--- config.mk ---
export PLATFORM = sky130hd
export DESIGN_NAME = regfile_fwd
export DESIGN_NICKNAME = d
export VERILOG_FILES = /design/src/rtl/regfile_fwd_pkg.sv /design/src/rtl/regfile_read_port.sv /design/src/rtl/regfile_fwd.sv
export SDC_FILE = /design/constraint.sdc
export NUM_CORES = 1
export LEC_CHECK = 0
export CAP_MARGIN = 20
export CELL_PAD_IN_SITES_DETAIL_PLACEMENT = 1
export CELL_PAD_IN_SITES_GLOBAL_PLACEMENT = 2
export CORE_MARGIN = 2
export CORE_UTILIZATION = 33
export CTS_CLUSTER_DIAMETER = 40
export DETAILED_ROUTE_END_ITERATION = 10
export PLACE_DENSITY_LB_ADDON = 0.1
export SETUP_SLACK_MARGIN = 0.3
export SLEW_MARGIN = 5
export SYNTH_ARGS = -nofsm -noshare
export SYNTH_HDL_FRONTEND = slang
export SYNTH_SLANG_ARGS = --single-unit
--- constraint.sdc ---
create_clock -name clk -period 1.5 [get_ports clk]
set_input_delay 0.225 -clock clk [delete_from_list [all_inputs] [get_ports clk]]
set_output_delay 0.225 -clock clk [all_outputs]
set_load 0.02 [all_outputs]
--- src/rtl/regfile_fwd_pkg.sv ---
// Shared constants and types for the forwarding register file.
package regfile_fwd_pkg;

    localparam int unsigned DEF_DATA_W = 16;
    localparam int unsigned DEF_ADDR_W = 3;

    typedef logic [DEF_ADDR_W-1:0] reg_addr_t;
    typedef logic [DEF_DATA_W-1:0] reg_data_t;

endpackage

--- src/rtl/regfile_read_port.sv ---
// One read port: write-data bypass, reset masking, zero-register masking and busy lookup.
module regfile_read_port
    import regfile_fwd_pkg::*;
#(
    parameter int unsigned DATA_W   = DEF_DATA_W,
    parameter int unsigned ADDR_W   = DEF_ADDR_W,
    parameter bit          ZERO_REG = 1'b0,
    parameter bit          BYPASS   = 1'b1
) (
    input  logic              reset_i,
    input  logic [ADDR_W-1:0] addr_i,
    input  logic [DATA_W-1:0] stored_data_i,
    input  logic              stored_busy_i,
    input  logic              we0_i,
    input  logic [ADDR_W-1:0] addr_w0_i,
    input  logic [DATA_W-1:0] data_w0_i,
    input  logic              we1_i,
    input  logic [ADDR_W-1:0] addr_w1_i,
    input  logic [DATA_W-1:0] data_w1_i,
    output logic [DATA_W-1:0] data_o,
    output logic              busy_o
);

    logic is_zero_reg;

    assign is_zero_reg = ZERO_REG && (addr_i == '0);

    always_comb begin
        data_o = stored_data_i;
        // Port 1 is checked first so it wins when both writers target this address.
        if (BYPASS) begin
            if (we1_i && (addr_w1_i == addr_i)) begin
                data_o = data_w1_i;
            end else if (we0_i && (addr_w0_i == addr_i)) begin
                data_o = data_w0_i;
            end
        end
        if (reset_i || is_zero_reg) begin
            data_o = '0;
        end
    end

    assign busy_o = stored_busy_i && !is_zero_reg;

endmodule

--- src/rtl/regfile_fwd.sv ---
// Two-write, two-read register file with same-cycle write forwarding and per-register busy tracking.
module regfile_fwd
    import regfile_fwd_pkg::*;
#(
    parameter int unsigned DATA_W   = DEF_DATA_W,
    parameter int unsigned ADDR_W   = DEF_ADDR_W,
    parameter bit          ZERO_REG = 1'b0,
    parameter bit          BYPASS   = 1'b1,
    localparam int unsigned DEPTH   = 1 << ADDR_W
) (
    input  logic              clk,
    input  logic              reset,
    input  logic              we0,
    input  logic [ADDR_W-1:0] addr_w0,
    input  logic [DATA_W-1:0] data_w0,
    input  logic              we1,
    input  logic [ADDR_W-1:0] addr_w1,
    input  logic [DATA_W-1:0] data_w1,
    input  logic [ADDR_W-1:0] addrA,
    input  logic [ADDR_W-1:0] addrB,
    output logic [DATA_W-1:0] dataA,
    output logic [DATA_W-1:0] dataB,
    input  logic              set_busy,
    input  logic [ADDR_W-1:0] addr_busy,
    output logic              busyA,
    output logic              busyB,
    output logic [DEPTH-1:0]  busy_vec
);

    logic [DATA_W-1:0] mem_q [DEPTH];
    logic [DATA_W-1:0] mem_d [DEPTH];
    logic [DEPTH-1:0]  busy_q;
    logic [DEPTH-1:0]  busy_d;
    logic              wen0;
    logic              wen1;
    logic              set_ok;

    // Register 0 is hard-wired when ZERO_REG is set, so its writes and busy sets are dropped here.
    assign wen0   = we0      && !(ZERO_REG && (addr_w0   == '0));
    assign wen1   = we1      && !(ZERO_REG && (addr_w1   == '0));
    assign set_ok = set_busy && !(ZERO_REG && (addr_busy == '0));

    always_comb begin
        mem_d = mem_q;
        if (wen0) begin
            mem_d[addr_w0] = data_w0;
        end
        if (wen1) begin
            mem_d[addr_w1] = data_w1;
        end
    end

    always_comb begin
        busy_d = busy_q;
        if (wen0) begin
            busy_d[addr_w0] = 1'b0;
        end
        if (wen1) begin
            busy_d[addr_w1] = 1'b0;
        end
        // A set after the clears lets a new pending producer override a completing write.
        if (set_ok) begin
            busy_d[addr_busy] = 1'b1;
        end
    end

    always_ff @(posedge clk) begin
        if (reset) begin
            for (int unsigned i = 0; i < DEPTH; i++) begin
                mem_q[i] <= '0;
            end
        end else begin
            mem_q <= mem_d;
        end
    end

    always_ff @(posedge clk) begin
        if (reset) begin
            busy_q <= '0;
        end else begin
            busy_q <= busy_d;
        end
    end

    assign busy_vec = busy_q;

    regfile_read_port #(
        .DATA_W   (DATA_W),
        .ADDR_W   (ADDR_W),
        .ZERO_REG (ZERO_REG),
        .BYPASS   (BYPASS)
    ) u_port_a (
        .reset_i       (reset),
        .addr_i        (addrA),
        .stored_data_i (mem_q[addrA]),
        .stored_busy_i (busy_q[addrA]),
        .we0_i         (we0),
        .addr_w0_i     (addr_w0),
        .data_w0_i     (data_w0),
        .we1_i         (we1),
        .addr_w1_i     (addr_w1),
        .data_w1_i     (data_w1),
        .data_o        (dataA),
        .busy_o        (busyA)
    );

    regfile_read_port #(
        .DATA_W   (DATA_W),
        .ADDR_W   (ADDR_W),
        .ZERO_REG (ZERO_REG),
        .BYPASS   (BYPASS)
    ) u_port_b (
        .reset_i       (reset),
        .addr_i        (addrB),
        .stored_data_i (mem_q[addrB]),
        .stored_busy_i (busy_q[addrB]),
        .we0_i         (we0),
        .addr_w0_i     (addr_w0),
        .data_w0_i     (data_w0),
        .we1_i         (we1),
        .addr_w1_i     (addr_w1),
        .data_w1_i     (data_w1),
        .data_o        (dataB),
        .busy_o        (busyB)
    );

endmodule

# Word level (Yosys, flattened, before mapping)
# Index checks and enable logic that the tools add are counted.
word_totals:
  reg_bits: 136
  input_bits: 52
  out_inout_bits: 42
  elab_cells: 78
classes:
  magnitude_cmp: 14
  n_eq_ne: 4
  mux: 33
  n_bitwise: 9
  reduce_logical: 9
op_table:
  columns: ["operator", "n"]
  rows:
  - ["128-bit bitwise mux", 2]
  - ["128-bit two-way mux", 2]
  - ["16-bit two-way mux", 12]
  - ["16-bit binary-select mux with 3-bit select", 2]
  - ["16-bit demux with 3-bit select", 2]
  - ["8-bit two-way mux", 3]
  - ["3-bit by 4-bit less-than comparator with 1-bit output (second input constant)", 5]
  - ["8-bit bitwise AND", 2]
  - ["4-bit greater-or-equal comparator (second input constant)", 4]
  - ["3-bit NOT with 4-bit output", 4]
  - ["8-bit NOT", 2]
  - ["3-bit equality test", 4]
  - ["1-bit demux with 3-bit select", 3]
  - ["3-bit by 1-bit greater-or-equal comparator with 1-bit output (second input constant)", 3]
  - ["1-bit logical AND", 9]
  - ["4-bit by 1-bit less-than comparator with 1-bit output (second input constant)", 2]
  - ["8-bit OR", 1]
  - ["1-bit binary-select mux with 3-bit select", 2]
  - ["1-bit two-way mux", 5]

# Logic depth before layout (Yosys ltp)
depth:
  depth_word: 11
  depth_mapped: 7
  mapped_depth_nobuf: 4

# Modules after synthesis
# From an unflattened synthesis, not the netlist that was laid out.
unflattened:
  hier_cells: 1055
  hier_area_um2: 9178.8
by_module_without_submodules:
  columns: ["module", "n_inst", "cells_per_inst", "area_per_inst_um2", "seq_area_each_um2"]
  rows:
  - ["regfile_fwd", 1, 929, 8240.4, 2722.6]
  - ["regfile_read_port", 2, 63, 469.2, 0.0]

# Worst setup path before layout
# Ideal clock, no wire load.
synth_path:
  path_type: "input to output"
  from: "input addrA[0]"
  to: "output dataA[0]"
  arrival_time_ns: 1.682
  required_time_ns: 1.275
  path_slack_ns: -0.407
  cell_stages: 7
  path_buffers: 3
  cell_sequence: "buf_6 xnor2_1 and4_2 buf_4 buf_4 nand2_1 a311oi_1"
synth_between:
  elab_chain_len: 7
  word_cells_on_any_way: 11
  cone_classes: "2 x eq/ne; 6 x mux; 1 x bitwise; 2 x reduce/logical"
synth_rtl:
  columns: ["item", "line", "text"]
  rows:
  - ["from (decl)", "regfile_fwd.sv:19", "input logic [ADDR_W-1:0] addrA,"]
  - ["3-bit NOT with 4-bit output (not written as such)", "regfile_fwd.sv:95", ".stored_data_i (mem_q[addrA]),"]
  - ["16-bit binary-select mux with 3-bit select", "regfile_fwd.sv:95", null]
  - ["16-bit two-way mux (not written as such) (2 in series)", "regfile_fwd.sv:95", null]
  - ["16-bit two-way mux", "regfile_read_port.sv:34", "end else if (we0_i && (addr_w0_i == addr_i)) begin"]
  - ["16-bit two-way mux (*)", "regfile_read_port.sv:32", "if (we1_i && (addr_w1_i == addr_i)) begin"]
  - ["16-bit two-way mux (*)", "regfile_read_port.sv:38", "if (reset_i || is_zero_reg) begin"]
  - ["to (decl)", "regfile_fwd.sv:21", "output logic [DATA_W-1:0] dataA,"]
# Mark *: on every way between the ends. The rest lies on a longest branch, timed or not. The select of a mux whose other input is x is not followed.

# Final worst setup path
layout_path:
  from: "register mem_q[77] (netlist name)"
  to: "output dataA[13]"
layout_between:
  elab_chain_len: 6
layout_rtl:
  columns: ["item", "line", "text"]
  rows:
  - ["from (decl)", "regfile_fwd.sv:30", "logic [DATA_W-1:0] mem_q [DEPTH];"]
  - ["from (signal assigned)", "regfile_fwd.sv:73", "mem_q <= mem_d;"]
  - ["16-bit binary-select mux with 3-bit select", "regfile_fwd.sv:95", null]
  - ["16-bit two-way mux (not written as such) (2 in series)", "regfile_fwd.sv:95", null]
  - ["16-bit two-way mux", "regfile_read_port.sv:34", null]
  - ["16-bit two-way mux", "regfile_read_port.sv:32", null]
  - ["16-bit two-way mux", "regfile_read_port.sv:38", null]
# Every way passes these cells. The select of a mux whose other input is x is not followed.

==> impl_metrics.py <==
metrics = {
    "finish": {
        "stdcell_area_um2": 15100,
        "layout.nets": 1321,
        "fillCellCount": 3073,
        "num_antenna_cells": 0,
        "seq_area_um2": 2830,
        "drive_gt1_share_pct": 50.5,
        "final_common_cell": "mux2i_1",
        "multi_input_combinational_cell_area_um2": 7020,
        "syn_to_final_growth_pct": 59.3,
        "highest_count_cells_in_the_layout_ignoring_fill_and_taps": "mux2i_1, buf_4, nor2_1",
    },
    "sta": {
        "final_critical_path_setup_slack_ns": -0.657,
        "timing.fmax_ghz": 0.464,
        "number_of_hold_slack_violations_in_the_final_timing_report": 0,
        "worst_clock_skew_ns": 0,
        "setup_viol": 34,
        "grt_setup_unrepaired": "yes",
        "fin_tns_setup_ns": -18.08,
        "timing.final.crit_share_pct": 144,
        "worstMarginPinSlew_ns": 0.657,
        "max-slew-margin-rel_pct": 56.1,
        "hold-worst-slack_ns": 0.268,
        "drv_slew": 0,
        "layout_min_cycle_time_ns": 2.16,
    },
    "worst_setup_path": {
        "r2r-start": "busy_vec[1]",
        "critical_path.most_common_cell": "buf_6",
        "worst_r2r_path_depth": 5,
        "worst_ep_required_time_ns": 1.27,
        "r2r_setup_slk_ns": 0.57,
        "timing.critical_path.cells": "buf_6, mux4_2, o211ai_1, a311oi_4, buf_6",
        "setup.worst_path.end_class": "output pin",
        "critical_path_arrival_ns": 1.93,
        "crit_path_start": "mem_q[77]",
        "worstSetupPathType": "flip-flop to output pin",
        "rr_endpoint": "busy_vec[1]",
        "critical_path.startpoint_type": "flip-flop",
        "critical_path.max_stage_delay_ns": 0.46,
        "timing.critical_path.fanout_max": 2,
        "cp_slowest_cell": "mux4_2",
        "largest_delay_share_family_worst_path": "multiplexers",
        "worst-path-buf-inv": 2,
    },
    "placement": {
        "placement.cell_area_um2": 12500,
        "io_buffer_count": 93,
        "place_hpwl_mm": 29.0,
        "gp_routability_congestion": 0.829,
    },
    "global_route": {
        "grtUsageMet1_pct": 41.8,
        "met3_usage_pct": 5.00,
        "global_route_wire_length_before_repair_mm": 68.4,
        "antenna_violations_before_repair": 1,
        "grt_overflow": 0,
        "grt.total_usage_pct": 30.8,
        "largest_net_degree_at_the_start_of_global_routing": 33,
        "grtUsageMet2_pct": 50.7,
        "top_usage_layer": "met2",
        "number_of_global_route_vias_before_repair": 9829,
    },
    "detailed_routing": {
        "drt-vias-per-instance": 5.80,
        "wire_per_inst_um": 29.2,
        "postRouteAntennaNets": 0,
        "vias": 9656,
        "remaining_drcs": 0,
        "wirelength_mm": 48.7,
        "drtIter0Drc": 805,
        "drt_pass1_iterations": 5,
    },
    "logic_synthesis": {
        "ys_seq_elements": 136,
        "yosysWarningCount": 0,
        "netlist_instances": 1009,
        "synth-async-reset-ratio_pct": 0,
        "synth_edf_count": 0,
        "synthDistinctLibCells": 36,
        "post_synth_main_area_contributors": "dfxtp_1, mux2i_1, a211oi_1, mux4_2, nor2_1",
        "synthesized_area_um2": 9510,
        "synth_top_area_cell": "dfxtp_1",
        "avg_inst_size_synth_um2": 9.43,
        "synth_largest_type_area_fraction_pct": 28.6,
        "seq_area_frac_synth_pct": 28.6,
        "synth_top_flop_cell": "dfxtp_1",
        "synth.net_count": 1061,
    },
    "pwr": {
        "final_power_uw": 12200,
        "power_density_nw_per_um2": 804,
        "p_leak_uw": 0.00623,
        "vdd.ir_drop.worst_mv": 0.840,
    },
    "clocking": {
        "max-clock-path-buffers": 2,
        "cts-root-buf": "clkbuf_16",
        "cts_hold_buffers": 0,
        "num_clock_sinks": 136,
        "tritoncts": "done",
        "clkSlewWorstSetupHoldPaths_ns": 0.07,
        "clk_latency_ns": 0.44,
        "htreeDepth": 4,
        "numCtsBuffers": 17,
    },
    "outcome": {
        "outcome": "finished with violations",
        "failed_checks": "setup timing",
    },
    "die": {
        "floorplan.die.height_um": 174,
        "floorplan.initialDensity_pct": 33.3,
        "die_area_um2": 30200,
        "boundaryPins": 94,
        "die_w_um": 174,
        "placeable_area_um2": 28500,
        "fp-row-count": 62,
    },
    "worst_hold_path": {
        "cell_depth_of_the_worst_hold_path": 3,
        "worst_hold_path_type": "input port to flip-flop",
        "holdCritStartpoint": "reset",
        "worstHoldEndpoint": "mem_q[121]",
    },
    "run": {
        "maxCapViolations": 0,
    },
}
## area by class of cell
type                            count  share of cell area [%]
Multi-Input combinational cell    736                    46.3
Timing Repair Buffer              378                    27.6
Sequential cell                   136                    18.7
Clock buffer                       25                    3.34
Tap cell                          384                    3.17
Clock inverter                      7                   0.909
## registers in the layout (all words and copies together) (netlist names)
register	flops
busy_vec	8
mem_q	128
## metal layers
layer | wire, µm | vias to the layer above
li1 | - | 4290
met1 | 22100 | 5015
met2 | 23100 | 285
met3 | 2350 | 66
met4 | 1050 | 0
met5 | 0 | -
## tightest hold or removal path, cell delays in order
cell      delay, ns
buf_6          0.18
buf_4          0.21
a211oi_2       0.04
## cells in the mapped netlist, drive strengths merged, types with 2 or more instances
cell type  number
mux2i         192
nor2          164
dfxtp         136
a211oi        128
buf            72
clkbuf         64
nand2          39
mux4           36
a22oi          32
a311oi         32
nand3          31
nand2b         16
o211ai         16
xnor2          12
nor2b          11
a21oi           7
nand4           7
and2            3
nand3b          3
and4            2
mux2            2
## kinds of logic after synthesis
group	Yosys count	synth area share [%]
compound gates	216	17.6
xor+xnor	12	1.11
buf+inv	137	10.9
flops	136	28.6
mux	230	29.0
simple gates	278	12.8
## stage by stage
| step | cells | setup slack (ns) | utilization (%) |
|---|---|---|---|
| after floorplan | 1009 | -0.198 | - |
| after global placement | 1557 | -1.54 | 43.6 |
| after detailed placement | 1557 | -1.51 | 43.6 |
| after CTS | 1646 | -0.667 | 51.1 |
| after global routing | 1666 | -0.694 | 53.1 |
| final | 1666 | -0.657 | 53.1 |
## worst max-delay path by stage
stage | endpoint | slack (ns) | depth (start not counted)
2_1_floorplan | dataA[0] | -0.20 | 7
3_3_place_gp | dataB[0] | -1.54 | 6
3_5_place_dp | dataB[0] | -1.51 | 6
4_1_cts | dataA[14] | -0.67 | 5
5_1_grt | dataA[14] | -0.69 | 5
6_report | dataA[13] | -0.66 | 5
## power breakdown
group / total, µW / leakage (µW) / internal (µW) / switching [µW]
clock: 4790 / 0.000313 / 3010 / 1790
sequential: 3950 / 0.00115 / 3810 / 139
combinational: 3430 / 0.00477 / 1690 / 1740
## what timing repair did
action / CTS / global route
gates cloned: 14 / 5
endpoints found under the setup margin: 178 / 68
endpoints found under the hold margin: 0 / 0
pin swaps: 73 / 47
setup buffers: 43 / 15
gates resized for setup: 490 / 95
(Power assumes the default switching activity.)
==> patch 1: new RTL, same settings <==
`BYPASS` is set to 1'b1 in 2 places; all go to 1'b0.
--- a/src/rtl/regfile_read_port.sv
+++ b/src/rtl/regfile_read_port.sv
@@ -6,5 +6,5 @@
     parameter int unsigned ADDR_W   = DEF_ADDR_W,
     parameter bit          ZERO_REG = 1'b0,
-    parameter bit          BYPASS   = 1'b1
+    parameter bit          BYPASS   = 1'b0
 ) (
     input  logic              reset_i,
--- a/src/rtl/regfile_fwd.sv
+++ b/src/rtl/regfile_fwd.sv
@@ -6,5 +6,5 @@
     parameter int unsigned ADDR_W   = DEF_ADDR_W,
     parameter bit          ZERO_REG = 1'b0,
-    parameter bit          BYPASS   = 1'b1,
+    parameter bit          BYPASS   = 1'b0,
     localparam int unsigned DEPTH   = 1 << ADDR_W
 ) (
Function: changed (a bounded check fails within 4 cycles, from zero or initial values and one cycle with reset high).
==> patch 1 against the original RTL <==
The flow still finishes with violations (negative setup slack); sequential cell count is the same; routed wire length decreased by 21%; total power down 15%; area after synthesis shrank 13%; sequential share of layout area rose by 4.7 points; cell area is 21% lower; worst setup slack better by 110 ps; critical endpoint is now dataA[6]; highest routed layer unchanged.
==> patch 1: results (changes against the original RTL) <==
| Metric | Value |
|---|---|
| Status | complete, but fails checks (unchanged) |
| Violated checks | negative setup slack (unchanged) |
| Final worst slack | -547 ps (was -657 ps) |
| Tightest Pin Transition | 472 ps (was 657 ps) |
| Finished Layout Cells | 1447 (was 1666) |
| Syn Nets | 1017 (was 1061) |
| Share of cells above drive strength 1 | 39.7% (was 50.5%) |
| Synth top cells by count | nand2_1 (258), nor2_1 (165), dfxtp_1 (136) (was mux2i_1 (192), nor2_1 (164), dfxtp_1 (136)) |
| Post-Syn Area per Cell | 8.60 um2 (was 9.43 um2) |
| Wire per inst | 26.4 um (was 29.2 um) |
| Nets | 1157 (was 1321) |
| Unique masters post-synth | 28 (was 36) |
| Top cells by area, synth | dfxtp_1 (33%), mux4_2 (18%), a311oi_1 (14%) (was dfxtp_1 (29%), mux2i_1 (20%), a211oi_1 (10%)) |
| Global routing usage on met3 | 5.45% (was 5.00%) |
| Via count | 8533 (was 9656) |
| Met2 Track Usage GR | 47.7% (was 50.7%) |
| Setup slack at placement | -770 ps (was -1510 ps) |
| Largest net degree at the start of global routing | 70 (was 33) |
| Hpwl dp | 24300 um (was 29000 um) |
| Worst ir drop on vdd | 0.549 mV (was 0.840 mV) |
| Worst-path maximum fanout | 3 (was 2) |
| R2R depth | 4 (was 5) |
| Area post-placement | 10600 um2 (was 12500 um2) |
| Initial antenna violation count | 0 (was 1) |
| Worst-skew pair later-pin latency | 420 ps (was 440 ps) |
| First-pass GRT wire length | 57100 um (was 68400 um) |
| Register area share after synthesis | 32.8% (was 28.6%) |
| Vias in the first global route | 8607 (was 9829) |
| Pleak | 4.42 nW (was 6.23 nW) |
| GR Util met1 | 40.7% (was 41.8%) |
| Total Routing Usage GR | 29.6% (was 30.8%) |
| Iteration-0 DRC Markers | 817 (was 805) |
| Crit path DAT | 1820 ps (was 1930 ps) |
| Yosys Warn Count | 0 (unchanged) |
| CP peak stage delay | 480 ps (was 460 ps) |
| Setup Viol. Count Final | 34 (unchanged) |
| RePlAce Congestion | 0.806 (was 0.829) |
## patch 1: path summary, 6_finish.rpt
check	from	end	slack, ps
worst max-delay path	mem_q[22]	dataA[6]	-550
worst min-delay path	reset	busy_vec[0]	330
worst max register to register	mem_q[27]	mem_q[27]	580
worst min register to register	mem_q[39]	mem_q[39]	490
## patch 1: final cells by class
type	count	area (um2)
Tap cell	330	413
Clock inverter	10	119
Clock buffer	21	480
Multi-Input combinational cell	695	5270
Sequential cell	136	2820
Timing Repair Buffer	255	2940
Fill cell	2804	12900
## patch 1: report_power, final
part	switching, mW	leakage (nW)	total [mW]	internal (mW)
Combinational	1.02	2.99	2.05	1.02
Clock	1.75	0.288	4.37	2.62
Sequential	0.162	1.14	3.97	3.81
## patch 1: cells by family after synthesis
kind of cell	synth area share (%)
AO/OA/AOI/OAI	14.2
flip-flops	32.8
buffers and inverters	7.66
AND/OR/NAND/NOR	22.8
multiplexers	22.6
## patch 1: worst max-delay path: cells and delay by family (launching register included)
kind	cells	cell delay, ps
muxes	2	690
DFF	1	360
buffers and inverters	2	270
and+or+nand+nor	1	80
## patch 1: metal layers
metal	vias to the layer above	routed length, um
met3	66	2380
met5	-	0
li1	3783	-
met1	4351	17000
met2	333	17800
met4	0	1010
## patch 1: repair_timing
item                                    in CTS  in global routing
gates cloned                                 8                  0
pin swaps                                   15                 12
buffers inserted                            20                  7
gates resized for setup                    358                 56
hold buffers                                 0                  0
endpoints found under the hold margin        0                  0
endpoints found under the setup margin     175                112
## patch 1: per-stage QoR
stage               utilization (%)  setup TNS [ps]
floorplan                         -               0
global placement               42.4          -70100
detailed placement             42.4          -72760
CTS                            47.3          -13430
global route                   48.2          -14880
finish                         48.2          -13180
==> patch 2: new RTL, config.mk and constraints unchanged <==
Without the edit above. Register the output `dataA`; this adds one clock of latency there. The other outputs are not delayed to match.
--- a/src/rtl/regfile_fwd.sv
+++ b/src/rtl/regfile_fwd.sv
@@ -27,4 +27,6 @@
     output logic [DEPTH-1:0]  busy_vec
 );
+
+    logic [DATA_W-1:0] dataA_d;
 
     logic [DATA_W-1:0] mem_q [DEPTH];
@@ -101,5 +103,5 @@
         .addr_w1_i     (addr_w1),
         .data_w1_i     (data_w1),
-        .data_o        (dataA),
+        .data_o        (dataA_d),
         .busy_o        (busyA)
     );
@@ -125,4 +127,8 @@
     );
 
+    always_ff @(posedge clk) begin
+        dataA <= dataA_d;
+    end
+
 endmodule
 
Check against the original RTL: not equivalent (a bounded check fails within 4 cycles, from zero or initial values and one cycle with reset high).
==> patch 2 against the original RTL <==
The run still ends with negative setup slack left; clock power is 5.4% lower; routed wire length is 8.9% higher; sequential share of layout area is 0.18 points higher; sequential cell count is 16 higher; highest routed layer unchanged; area after synthesis is 2.6% higher; cell area is 9.3% higher; worst setup slack better by 120 ps; register-to-register slack worse by 740 ps; via count is 8.7% higher; total power is 4.5% higher.
==> patch 2: results (changes against the original RTL) <==
| Metric | Value |
|---|---|
| Syn Nets | 1092 (was 1061) |
| Tightest Pin Transition | 681 ps (was 657 ps) |
| Unique masters post-synth | 33 (was 36) |
| Iteration-0 DRC Markers | 715 (was 805) |
| First-pass GRT wire length | 70600 um (was 68400 um) |
| Post-Route M1 WL | 21700 um (was 22100 um) |
| Filler instances | 2999 (was 3073) |
| Status | complete, but fails checks (unchanged) |
| Post-CTS Resized | 534 (was 490) |
| WHS | 457 ps (was 268 ps) |
| PnR Total Power | 12.7 mW (was 12.2 mW) |
| GR Util met1 | 40.7% (was 41.8%) |
| R2R depth | 7 (was 5) |
| Total Routing Usage GR | 31.0% (was 30.8%) |
| Wire per inst | 30.0 um (was 29.2 um) |
| Worst-path maximum fanout | 5 (was 2) |
| CP peak stage delay | 350 ps (was 460 ps) |
| Setup Viol. Count Final | 21 (was 34) |
| Worst ir drop on vdd | 0.849 mV (was 0.840 mV) |
| Delay-heaviest family, CP | buffers and inverters (was multiplexers) |
| Global routing usage on met3 | 4.46% (was 5.00%) |
| Placeable Area | 28900 um2 (was 28500 um2) |
| Share of cells above drive strength 1 | 55.8% (was 50.5%) |
| Non-CTS buffers | 446 (was 378) |
| Register area share after synthesis | 31.2% (was 28.6%) |
| Net Sw Frac | 32.0% (was 30.1%) |
| Final Skew | 13.3 ps (was 0 ps) |
| Violated checks | negative setup slack (unchanged) |
| Post-CTS setup buffer count | 47 (was 43) |
| Signal buf overhead | 29.2% (was 27.6%) |
| WL met2 | 24900 um (was 23100 um) |
| Clkbuf count | 19 (was 25) |
| Clock Sinks | 152 (was 136) |
| Reg2reg setup slack | -170 ps (was 570 ps) |
| Met3 WL | 3400 um (was 2350 um) |
| Critical R2R Capture | dataA[4] (was busy_vec[1]) |
| Final worst slack | -541 ps (was -657 ps) |
| Met2 Track Usage GR | 51.4% (was 50.7%) |
| Reg-to-reg startpoint | mem_q[4] (was busy_vec[1]) |
-- patch 2: changes by cell type in the layout (fill, tap and decap cells not counted), sizes merged, moves of 3 or more --
cell / before / now
inv: 0 / 3
buf: 332 / 396
o211ai: 16 / 0
clkbuf: 33 / 30
nand2b: 16 / 32
dfxtp: 136 / 152
nand3: 31 / 47
-- patch 2: kinds of logic after synthesis --
group                     after synthesis  share of synthesized area [%]
AOI/OAI and AO/OA                     200                           16.9
xor gates and xnor gates               12                           1.08
buffers and inverters                 136                           8.18
muxes                                 230                           28.2
and+or+nand+nor                       310                           14.4
DFF                                   152                           31.2
-- patch 2: power by group through the flow --
stage,Sequential [mW],Clock [mW],Combinational (mW)
6_report,4.40,4.53,3.79
3_5_place_dp,4.46,0,2.83
5_1_grt,4.42,4.68,3.92
3_3_place_gp,4.45,0,2.81
4_1_cts,4.39,4.53,3.38
2_1_floorplan,4.51,0,1.52
-- patch 2: worst max path at each step --
| stage | from | endpoint | slack (ps) | cells past startpoint |
|---|---|---|---|---|
| 2_1_floorplan | addrB[0] | dataB[4] | -170 | 7 |
| 4_1_cts | mem_q[48] | dataB[0] | -490 | 5 |
| 5_1_grt | addrB[1] | dataB[15] | -550 | 9 |
| 6_report | addrB[1] | dataB[14] | -540 | 10 |
| 3_3_place_gp | addrB[1] | dataB[14] | -1310 | 9 |
| 3_5_place_dp | addrB[1] | dataB[14] | -1310 | 9 |
-- patch 2: through the flow --
| step | std cells | setup TNS [ps] | setup WS (ps) |
|---|---|---|---|
| 2_1_floorplan | 1040 | -2460 | -167 |
| 4_1_cts | 1728 | -8380 | -486 |
| 5_1_grt | 1765 | -9560 | -550 |
| 3_3_place_gp | 1635 | -91990 | -1310 |
| 6_report | 1765 | -8970 | -541 |
| 3_5_place_dp | 1635 | -96160 | -1310 |
